--- src/rtl/ram_pkg.sv ---
// Shared constants and types for the RAM burst controller.
//   RAM_ADDR_WIDTH / RAM_DATA_WIDTH / RAM_LEN_WIDTH : default bus widths
//   RSP_DEPTH / RSP_PTR_WIDTH / RSP_CNT_WIDTH       : response buffer geometry
//   state_e                                         : controller states
package ram_pkg;

  localparam int unsigned RAM_ADDR_WIDTH = 8;
  localparam int unsigned RAM_DATA_WIDTH = 16;
  localparam int unsigned RAM_LEN_WIDTH  = 4;

  localparam int unsigned RSP_DEPTH      = 4;
  localparam int unsigned RSP_PTR_WIDTH  = 2;
  localparam int unsigned RSP_CNT_WIDTH  = 3;

  typedef enum logic [1:0] {
    ST_IDLE  = 2'd0,
    ST_WRITE = 2'd1,
    ST_READ  = 2'd2,
    ST_DRAIN = 2'd3
  } state_e;

endpackage

--- src/rtl/ram_rsp_fifo.sv ---
// Four-entry read-response buffer holding {tag, data} per beat.
//   clk, rst_n          : clock, async active-low reset (flushes the buffer)
//   push, push_data/tag : enqueue one beat (ignored when full)
//   pop                 : dequeue head beat (ignored when empty)
//   head_data/head_tag  : current head entry
//   empty, count        : occupancy
module ram_rsp_fifo
  import ram_pkg::*;
#(
  parameter int unsigned WIDTH = RAM_DATA_WIDTH
) (
  input  logic                     clk,
  input  logic                     rst_n,
  input  logic                     push,
  input  logic [WIDTH-1:0]         push_data,
  input  logic                     push_tag,
  input  logic                     pop,
  output logic [WIDTH-1:0]         head_data,
  output logic                     head_tag,
  output logic                     empty,
  output logic [RSP_CNT_WIDTH-1:0] count
);

  logic [WIDTH-1:0]         data_mem [RSP_DEPTH];
  logic [RSP_DEPTH-1:0]     tag_mem;
  logic [RSP_PTR_WIDTH-1:0] wr_ptr;
  logic [RSP_PTR_WIDTH-1:0] rd_ptr;
  logic [RSP_CNT_WIDTH-1:0] cnt;
  logic                     do_push;
  logic                     do_pop;

  assign do_push   = push && (cnt != RSP_CNT_WIDTH'(RSP_DEPTH));
  assign do_pop    = pop && (cnt != '0);
  assign head_data = data_mem[rd_ptr];
  assign head_tag  = tag_mem[rd_ptr];
  assign empty     = (cnt == '0);
  assign count     = cnt;

  // Storage, pointers and occupancy
  always_ff @(posedge clk or negedge rst_n) begin
    if (!rst_n) begin
      for (int i = 0; i < int'(RSP_DEPTH); i++) begin
        data_mem[i] <= '0;
      end
      tag_mem <= '0;
      wr_ptr  <= '0;
      rd_ptr  <= '0;
      cnt     <= '0;
    end else begin
      if (do_push) begin
        data_mem[wr_ptr] <= push_data;
        tag_mem[wr_ptr]  <= push_tag;
        wr_ptr           <= wr_ptr + RSP_PTR_WIDTH'(1);
      end
      if (do_pop) begin
        rd_ptr <= rd_ptr + RSP_PTR_WIDTH'(1);
      end
      case ({do_push, do_pop})
        2'b10:   cnt <= cnt + RSP_CNT_WIDTH'(1);
        2'b01:   cnt <= cnt - RSP_CNT_WIDTH'(1);
        default: cnt <= cnt;
      endcase
    end
  end

endmodule

--- src/rtl/ram_burst_ctrl.sv ---
// Burst controller in front of a single-port synchronous RAM.
//   cmd_*  : host burst command (valid/ready), accepted only in IDLE
//   wr_*   : write beats (valid/ready), accepted only in WRITE
//   rd_*   : read beats from the response buffer (valid/ready), rd_last on final beat
//   busy   : controller not idle
//   ram_*  : RAM port; ram_dout is valid one cycle after ram_addr is presented
// Read addresses are launched from a register, so a beat is pushed into the
// buffer two edges after its issue; up to two beats can be in flight.
module ram_burst_ctrl
  import ram_pkg::*;
#(
  parameter int unsigned ADDR_WIDTH = RAM_ADDR_WIDTH,
  parameter int unsigned DATA_WIDTH = RAM_DATA_WIDTH,
  parameter int unsigned LEN_WIDTH  = RAM_LEN_WIDTH
) (
  input  logic                  clk,
  input  logic                  rst_n,
  input  logic                  cmd_valid,
  output logic                  cmd_ready,
  input  logic                  cmd_write,
  input  logic [ADDR_WIDTH-1:0] cmd_addr,
  input  logic [LEN_WIDTH-1:0]  cmd_len,
  input  logic                  wr_valid,
  output logic                  wr_ready,
  input  logic [DATA_WIDTH-1:0] wr_data,
  output logic                  rd_valid,
  input  logic                  rd_ready,
  output logic [DATA_WIDTH-1:0] rd_data,
  output logic                  rd_last,
  output logic                  busy,
  output logic                  ram_we,
  output logic [ADDR_WIDTH-1:0] ram_addr,
  output logic [DATA_WIDTH-1:0] ram_din,
  input  logic [DATA_WIDTH-1:0] ram_dout
);

  localparam int unsigned BEAT_WIDTH = LEN_WIDTH + 1;
  localparam int unsigned CRED_WIDTH = RSP_CNT_WIDTH + 1;

  state_e                   state;
  state_e                   state_nxt;
  logic [ADDR_WIDTH-1:0]    cur_addr;
  logic [ADDR_WIDTH-1:0]    addr_q;
  logic [BEAT_WIDTH-1:0]    beats_left;
  logic                     s1_vld;
  logic                     s1_last;
  logic                     s2_vld;
  logic                     s2_last;
  logic                     cmd_fire_c;
  logic                     wr_fire_c;
  logic                     issue_c;
  logic                     last_beat_c;
  logic                     credit_ok_c;
  logic                     fifo_empty;
  logic                     fifo_tag;
  logic [RSP_CNT_WIDTH-1:0] fifo_count;
  logic                     rd_pop_c;

  assign last_beat_c = (beats_left == BEAT_WIDTH'(1));
  // Buffered plus in-flight beats must never exceed the buffer depth
  assign credit_ok_c = (CRED_WIDTH'(fifo_count) + CRED_WIDTH'(s1_vld) + CRED_WIDTH'(s2_vld))
                       < CRED_WIDTH'(RSP_DEPTH);

  // State register
  always_ff @(posedge clk or negedge rst_n) begin
    if (!rst_n) begin
      state <= ST_IDLE;
    end else begin
      state <= state_nxt;
    end
  end

  // Next state and port control
  always_comb begin
    state_nxt  = state;
    cmd_fire_c = 1'b0;
    wr_fire_c  = 1'b0;
    issue_c    = 1'b0;
    cmd_ready  = 1'b0;
    wr_ready   = 1'b0;
    busy       = 1'b1;
    ram_we     = 1'b0;
    ram_addr   = addr_q;
    ram_din    = '0;
    case (state)
      ST_IDLE: begin
        cmd_ready  = 1'b1;
        busy       = 1'b0;
        cmd_fire_c = cmd_valid;
        if (cmd_valid) begin
          state_nxt = cmd_write ? ST_WRITE : ST_READ;
        end
      end
      ST_WRITE: begin
        wr_ready  = 1'b1;
        ram_we    = wr_valid;
        ram_addr  = cur_addr;
        ram_din   = wr_data;
        wr_fire_c = wr_valid;
        if (wr_valid && last_beat_c) begin
          state_nxt = ST_IDLE;
        end
      end
      ST_READ: begin
        issue_c = credit_ok_c;
        if (credit_ok_c && last_beat_c) begin
          state_nxt = ST_DRAIN;
        end
      end
      ST_DRAIN: begin
        if (!s1_vld && !s2_vld && fifo_empty) begin
          state_nxt = ST_IDLE;
        end
      end
      default: state_nxt = ST_IDLE;
    endcase
  end

  // Address/beat counters and the read-issue pipeline
  always_ff @(posedge clk or negedge rst_n) begin
    if (!rst_n) begin
      cur_addr   <= '0;
      addr_q     <= '0;
      beats_left <= '0;
      s1_vld     <= 1'b0;
      s1_last    <= 1'b0;
      s2_vld     <= 1'b0;
      s2_last    <= 1'b0;
    end else begin
      if (cmd_fire_c) begin
        cur_addr   <= cmd_addr;
        beats_left <= BEAT_WIDTH'(cmd_len) + BEAT_WIDTH'(1);
      end else if (wr_fire_c || issue_c) begin
        cur_addr   <= cur_addr + ADDR_WIDTH'(1);
        beats_left <= beats_left - BEAT_WIDTH'(1);
        addr_q     <= cur_addr;
      end
      s1_vld  <= issue_c;
      s1_last <= issue_c && last_beat_c;
      s2_vld  <= s1_vld;
      s2_last <= s1_last;
    end
  end

  assign rd_pop_c = rd_ready && !fifo_empty;

  ram_rsp_fifo #(
    .WIDTH(DATA_WIDTH)
  ) u_rsp_fifo (
    .clk      (clk),
    .rst_n    (rst_n),
    .push     (s2_vld),
    .push_data(ram_dout),
    .push_tag (s2_last),
    .pop      (rd_pop_c),
    .head_data(rd_data),
    .head_tag (fifo_tag),
    .empty    (fifo_empty),
    .count    (fifo_count)
  );

  assign rd_valid = !fifo_empty;
  assign rd_last  = !fifo_empty && fifo_tag;

endmodule

--- config.mk ---
export PLATFORM = sky130hd
export DESIGN_NAME = ram_burst_ctrl
export DESIGN_NICKNAME = d
export VERILOG_FILES = /design/src/rtl/ram_pkg.sv /design/src/rtl/ram_rsp_fifo.sv /design/src/rtl/ram_burst_ctrl.sv
export SDC_FILE = /design/constraint.sdc
export NUM_CORES = 1
export LEC_CHECK = 0
export ABC_AREA = 1
export BUFFER_PORTS_ARGS = -buffer_cell sky130_fd_sc_hd__buf_2
export CAP_MARGIN = 10
export CORE_UTILIZATION = 61
export DETAILED_ROUTE_END_ITERATION = 16
export GPL_TIMING_DRIVEN = 0
export PLACE_DENSITY_LB_ADDON = 0.3
export SYNTH_ARGS = -nofsm -noshare
export SYNTH_HDL_FRONTEND = slang
export SYNTH_HIERARCHICAL = 1
export SYNTH_SLANG_ARGS = --single-unit
--- constraint.sdc ---
create_clock -name clk -period 5.25 [get_ports clk]
set_input_delay 1.05 -clock clk [delete_from_list [all_inputs] [get_ports clk]]
set_output_delay 1.05 -clock clk [all_outputs]
set_load 0.005 [all_outputs]
==> results of run 1 <==
kinds of logic after synthesis:
logic type,after synthesis,synth area share
flip-flops,102,0.4553
AO/OA/AOI/OAI,75,0.06784
AND/OR/NAND/NOR,442,0.3571
buffers and inverters,107,0.08614
adder cells (fa/ha/maj),11,0.02589
XOR/XNOR,5,0.007812
registers in the layout (all words and copies together), names as in the netlist, 2 cells and up:
register             cells
beats_left               5
u_rsp_fifo/rd_ptr        2
cur_addr                 8
state                    2
addr_q                   8
u_rsp_fifo/tag_mem       4
u_rsp_fifo/wr_ptr        2
u_rsp_fifo/count         3
u_rsp_fifo/data_mem     64
critical path, stage by stage (launching register included):
cell	delay (ns)
dfrtp_1	0.42
inv_2	0.14
clkbuf_1	0.38
o21ai_0	0.15
o21ai_0	0.31
inv_1	0.08
nor2_1	0.08
buf_2	0.11
metrics by stage:
stage / total power, mW / cells
final: 3.928 / 961
after global routing: 4.221 / 961
after CTS: 3.892 / 961
after detailed placement: 3.344 / 946
after global placement: 3.241 / 945
after floorplan: 2.659 / 742
placed cells by master, fill, tap and decap left out, types with 2 or more instances in the layout:
cell and n:
nand2_1 234, buf_2 126, dfrtp_1 102, nand4_1 84, nor2_1 81, o21ai_0 60
inv_1 54, nand3_1 28, o21ai_1 12, ha_1 10, clkbuf_8 9, clkbuf_1 8
buf_6 4, inv_2 4, buf_4 4, nand3_4 3, nand2_2 3, xnor2_1 3
nor2_2 2, xor2_1 2, clkinv_4 2, bufinv_16 2, nand3_2 2, buf_1 2
power by group through the flow:
stage          logic [mW]  clock network (mW)  registers (mW)
2_1_floorplan        1.33                   0            1.33
3_3_place_gp         1.87                   0            1.37
3_5_place_dp         1.95                   0            1.39
4_1_cts              1.97               0.546            1.38
5_1_grt              2.22               0.572            1.43
6_report             2.00               0.539            1.39
synthesized netlist by cell type:
library cell,number
nand2_1,234
dfrtp_1,102
nand4_1,84
nor2_1,81
o21ai_0,60
inv_1,54
buf_2,32
nand3_1,28
o21ai_1,12
ha_1,10
clkbuf_1,7
buf_6,4
inv_2,4
buf_4,3
nand2_2,3
nand3_4,3
xnor2_1,3
buf_1,2
nand3_2,2
nor2_2,2
xor2_1,2
a21boi_0,1
a21oi_1,1
clkinv_1,1
fa_1,1
nand2_4,1
nand3b_1,1
nor2_8,1
nor3_1,1
o21a_1,1
or2_2,1
worst min path at each step:
stage	to	slack, ns	depth (start not counted)
3_3_place_gp	s2_last$_DFF_PN0_	0.33	0
6_report	s2_last$_DFF_PN0_	0.36	0
3_5_place_dp	s2_last$_DFF_PN0_	0.34	0
2_1_floorplan	s2_last$_DFF_PN0_	0.33	0
4_1_cts	s2_last$_DFF_PN0_	0.36	0
5_1_grt	s2_last$_DFF_PN0_	0.37	0
cell type report:
| type | instances | area (um^2) |
|---|---|---|
| multi-input combinational | 533 | 2571 |
| clock inverter | 5 | 85.08 |
| buffer | 48 | 261.5 |
| inverter | 59 | 221.5 |
| sequential | 102 | 2552 |
| clock buffer | 10 | 127.6 |
| tap | 108 | 135.1 |
| fill | 682 | 2346 |
| timing repair buffer | 96 | 505.5 |
layer usage:
layer  up-vias  wire length [um]  global-route usage
li1       2635                 -                   -
met1      2631              5961              0.4111
met2       288              7313              0.5358
met3        52              1266             0.06800
met4         0               483              0.1492
met5         -                 0                   0
==> flow_summary.json, run 1 <==
{
  "outcome": "complete, but fails checks",
  "failed_checks": "DRC",
  "ys_ff_latch": 102,
  "clkPwrFrac": 0.137,
  "crit_arrival_ns": 2.03,
  "crit_path_end": "rd_last",
  "clk_pin_slew_ns": 0.09,
  "synth_nets": 803,
  "startpoint": "u_rsp_fifo/rd_ptr[1]$_DFFE_PN0P_",
  "whs_ns": 0.3568,
  "ir_drop_mv": 0.3022,
  "cts_root_buf": "clkbuf_8",
  "rsz0062_at_grt": "no",
  "boundaryPins": 96,
  "grt_remaining_overflow": 0,
  "syn_to_final_growth_pct": 15.22,
  "setup_slack_ns": 2.165,
  "finalHoldViolations": 0,
  "pre_cts_slack_ns": 2.579,
  "clock_sinks": 102,
  "hold_buffers": 0,
  "cts_made_buffers": 9,
  "p_int_mw": 2.125,
  "grt_pass1_wl_um": 24670,
  "max_slew_margin": 0.5493,
  "finalSetupViolations": 0,
  "diodes": 0,
  "start_kind": "register",
  "avgSynthCellArea_um2": 7.556,
  "grt_pass1_vias": 5326,
  "drc": 3,
  "setup_tns_ns": 0,
  "antenna_left": 0,
  "dpl-instance-area_um2": 6247,
  "r2r-end": "u_rsp_fifo/count[2]$_DFFE_PN0P_",
  "drt_iter0_markers": 464,
  "post-route-util": 0.7336,
  "drt_wl_total_um": 15020,
  "cp_max_fo": 10,
  "syn-cell-area_um2": 5607,
  "cts_buffer_depth": 2,
  "coreArea_um2": 8806,
  "die_area_um2": 9579,
  "cts_setup_buffers": 0,
  "r2r_start": "u_rsp_fifo/count[0]$_DFFE_PN0P_",
  "fmaxAchievable_ghz": 0.3242,
  "synth_cell_types": 31,
  "start_util": 0.6367,
  "fp-row-count": 34,
  "vias_per_cell": 5.834,
  "min_period_ns": 3.085,
  "seq_area_frac_synth": 0.4553,
  "seqPwrFrac": 0.354,
  "finalMaxSlewViolations": 0,
  "drv_cap": 0,
  "grt_max_degree": 53,
  "reg2reg_depth": 13,
  "final_nets": 910,
  "synth.top_cell.area_share": 0.4553,
  "postLayoutCellArea_um2": 6460,
  "die_height_um": 97.87,
  "dieWidth_um": 97.87,
  "hpwl_um": 10570,
  "pwr-share-comb": 0.509,
  "switching_power_mw": 1.803,
  "worstMarginPinSlew_ns": 0.6760,
  "place.gp.congestion": 0.8927,
  "end_kind": "output pin",
  "synth_area_leaders": "dfrtp_1 (46%), nand2_1 (16%), nand4_1 (9.4%), nor2_1 (5.4%), o21ai_0 (5.4%)",
  "cts_resized": 0,
  "hold_path.class": "register to register",
  "synthCells": 742,
  "cp_data_required_time_ns": 4.20,
  "cts_tree": "yes",
  "min_from": "s1_last$_DFF_PN0_",
  "synth_top_cell_by_area": "dfrtp_1",
  "switching_share": 0.4590,
  "wl_per_cell_um": 15.63,
  "antenna_found_initial": 0,
  "drive_gt1_frac": 0.1946,
  "finClkSkew_ns": 0.006448,
  "p_per_area_nw_per_um2": 608.0,
  "yosys_warnings": 6,
  "reg2reg_slack_ns": 3.09,
  "clk_latency_ns": 0.37,
  "critPathKind": "register to output pin",
  "track_usage": 0.3245,
  "vias": 5606,
  "drtPass1Iterations": 11,
  "p_leak_nw": 3.424,
  "htreeDepth": 3,
  "fin_crit_sh": 0.5875,
  "io_buffers": 95
}
Power figures use the tool's default switching activity.
==> run 2: changes to the inputs <==
--- a/config.mk
+++ b/config.mk
@@ -8,7 +8,7 @@
 export ABC_AREA = 1
 export BUFFER_PORTS_ARGS = -buffer_cell sky130_fd_sc_hd__buf_2
 export CAP_MARGIN = 10
-export CORE_UTILIZATION = 61
+export CORE_UTILIZATION = 51
 export DETAILED_ROUTE_END_ITERATION = 16
 export GPL_TIMING_DRIVEN = 0
 export PLACE_DENSITY_LB_ADDON = 0.3
==> constraint.sdc (replaced) <==
create_clock -name clk -period 2.75 [get_ports clk]
set_input_delay 0.55 -clock clk [delete_from_list [all_inputs] [get_ports clk]]
set_output_delay 0.55 -clock clk [all_outputs]
set_load 0.005 [all_outputs]
==> run 2 against run 1 <==
The flow now finishes without violations. Wire length increased by 2.8%. Core utilization decreased by 12 points. Cell count increased by 3.0%. Count of clock-buffer cells in the layout decreased by 1. Clock skew increased by 0.0071 ns. Die area increased by 19%. Sequential cell count unchanged. Sequential share of layout area decreased by 0.15 points. Largest power group unchanged. Highest routed layer unchanged.
==> flow_summary.json, run 2 (synthesis results as in run 1) <==
{
  "hold_path.class": "primary input to async pin",
  "crit_arrival_ns": 1.98,
  "grt_pass1_vias": 5261,
  "rsz0062_at_grt": "no",
  "regMostFlops": "u_rsp_fifo/data_mem",
  "wl_per_cell_um": 15.60,
  "drv_cap": 0,
  "drt_wl_total_um": 15450,
  "finalPower_mw": 7.409,
  "fin_crit_sh": 0.9203,
  "end_kind": "output pin",
  "min_period_ns": 2.531,
  "cts_made_buffers": 9,
  "io_buffers": 95,
  "drive_gt1_frac": 0.1991,
  "reg_top3": "u_rsp_fifo/data_mem x64, addr_q x8, cur_addr x8",
  "antenna_found_initial": 0,
  "finalHoldViolations": 0,
  "grt_remaining_overflow": 0,
  "ir_drop_mv": 0.5511,
  "critPathKind": "register to output pin",
  "p_per_area_nw_per_um2": 1142,
  "grt_pass1_wl_um": 25500,
  "layout_common_cells": "nand2_1 (234), buf_2 (126), dfrtp_1 (102), nand4_1 (84), nor2_1 (81)",
  "pre_cts_slack_ns": 0.5342,
  "place.gp.congestion": 0.8669,
  "fp-row-count": 37,
  "start_util": 0.5335,
  "worstMarginPinSlew_ns": 0.6320,
  "syn_to_final_growth_pct": 15.67,
  "die_area_um2": 11420,
  "antenna_left": 0,
  "drt_iter0_markers": 439,
  "drtPass1Iterations": 5,
  "finalMaxSlewViolations": 0,
  "boundaryPins": 96,
  "fin_cells": 990,
  "hpwl_um": 10940,
  "p_leak_nw": 3.429,
  "cts_root_buf": "clkbuf_8",
  "outcome": "finished, final reports clean",
  "setup_slack_ns": 0.2191,
  "die_height_um": 106.9,
  "finClkSkew_ns": 0.01351,
  "diodes": 0,
  "cp_max_fo": 10,
  "finalSetupViolations": 0,
  "largest_reg_flops": 64,
  "coreArea_um2": 10510,
  "track_usage": 0.2875,
  "dieWidth_um": 106.9,
  "cts_setup_buffers": 0,
  "cts_tree": "yes",
  "cts_buffer_depth": 2,
  "setup_tns_ns": 0,
  "place_inst": 974,
  "htreeDepth": 3,
  "grt_max_degree": 56,
  "whs_ns": 0.1698,
  "cp_data_required_time_ns": 2.20,
  "drc": 0,
  "clk_latency_ns": 0.38,
  "clk_pin_slew_ns": 0.11,
  "fmaxAchievable_ghz": 0.3951,
  "clock_sinks": 102,
  "start_kind": "register",
  "vias": 5571,
  "max_slew_margin": 0.5787,
  "final_nets": 910,
  "vias_per_cell": 5.627,
  "layout_commonest_cell": "nand2_1"
}
[run 2: cell types whose count changed in the layout (fill, tap and decap cells not counted)]
cell / delta
inv_8: +3
clkinv_8: +1
bufinv_16: -2
clkinv_4: +1
clkinvlp_4: -1
clkbuf_1: -3
clkbuf_2: +2
[run 2: worst max-delay path, cell delays in order, from the launching register on]
cell	delay, ns
dfrtp_1	0.42
inv_2	0.14
clkbuf_1	0.44
o21ai_0	0.15
o21ai_0	0.29
buf_2	0.17
[run 2: timing repair]
action / in CTS / in global routing
gates resized for setup: 0 / 4
hold buffers: 0 / 0
endpoints found under the setup margin: 0 / 1
[run 2: final timing paths]
path,from,end,slack (ns),depth (start not counted)
worst min register to register,s1_last$_DFF_PN0_,s2_last$_DFF_PN0_,0.37,0
max in group asynchronous,rst_n,addr_q[7]$_DFFE_PN0P_,1.88,2
worst min-delay path,rst_n,u_rsp_fifo/data_mem[51]$_DFFE_PN0P_,0.17,1
worst max-delay path,u_rsp_fifo/rd_ptr[1]$_DFFE_PN0P_,rd_data[12],0.22,5
min in group clk,s1_last$_DFF_PN0_,s2_last$_DFF_PN0_,0.37,0
worst max register to register,u_rsp_fifo/count[0]$_DFFE_PN0P_,u_rsp_fifo/count[2]$_DFFE_PN0P_,0.63,13
[run 2: area by class of cell]
cell class	count	area, um^2
Fill cell	911	4024
Multi-Input combinational cell	533	2571
Sequential cell	102	2552
Timing Repair Buffer	96	505.5
Buffer	48	264.0
Inverter	59	221.5
Tap cell	136	170.2
Clock buffer	9	123.9
Clock inverter	7	76.32
[run 2: per-layer routing]
layer / track usage / wire length, um / share of wire
met2: 0.4802 / 7564 / 0.49
met5: 0 / 0 / 0
met4: 0.1037 / 267 / 0.017
met1: 0.3739 / 6336 / 0.41
met3: 0.05228 / 1279 / 0.083
[run 2: power breakdown]
part           internal [mW]  leakage, nW  switching (mW)
sequential              2.18         1.18           0.466
clock                  0.361        0.102           0.581
combinational           1.36         2.15            2.46
[run 2: stage by stage]
stage	util	instance area [um^2]
floorplan	-	5607
global placement	0.5950	6252
detailed placement	0.5978	6282
CTS	0.6169	6482
global route	0.6171	6485
finish	0.6171	6485
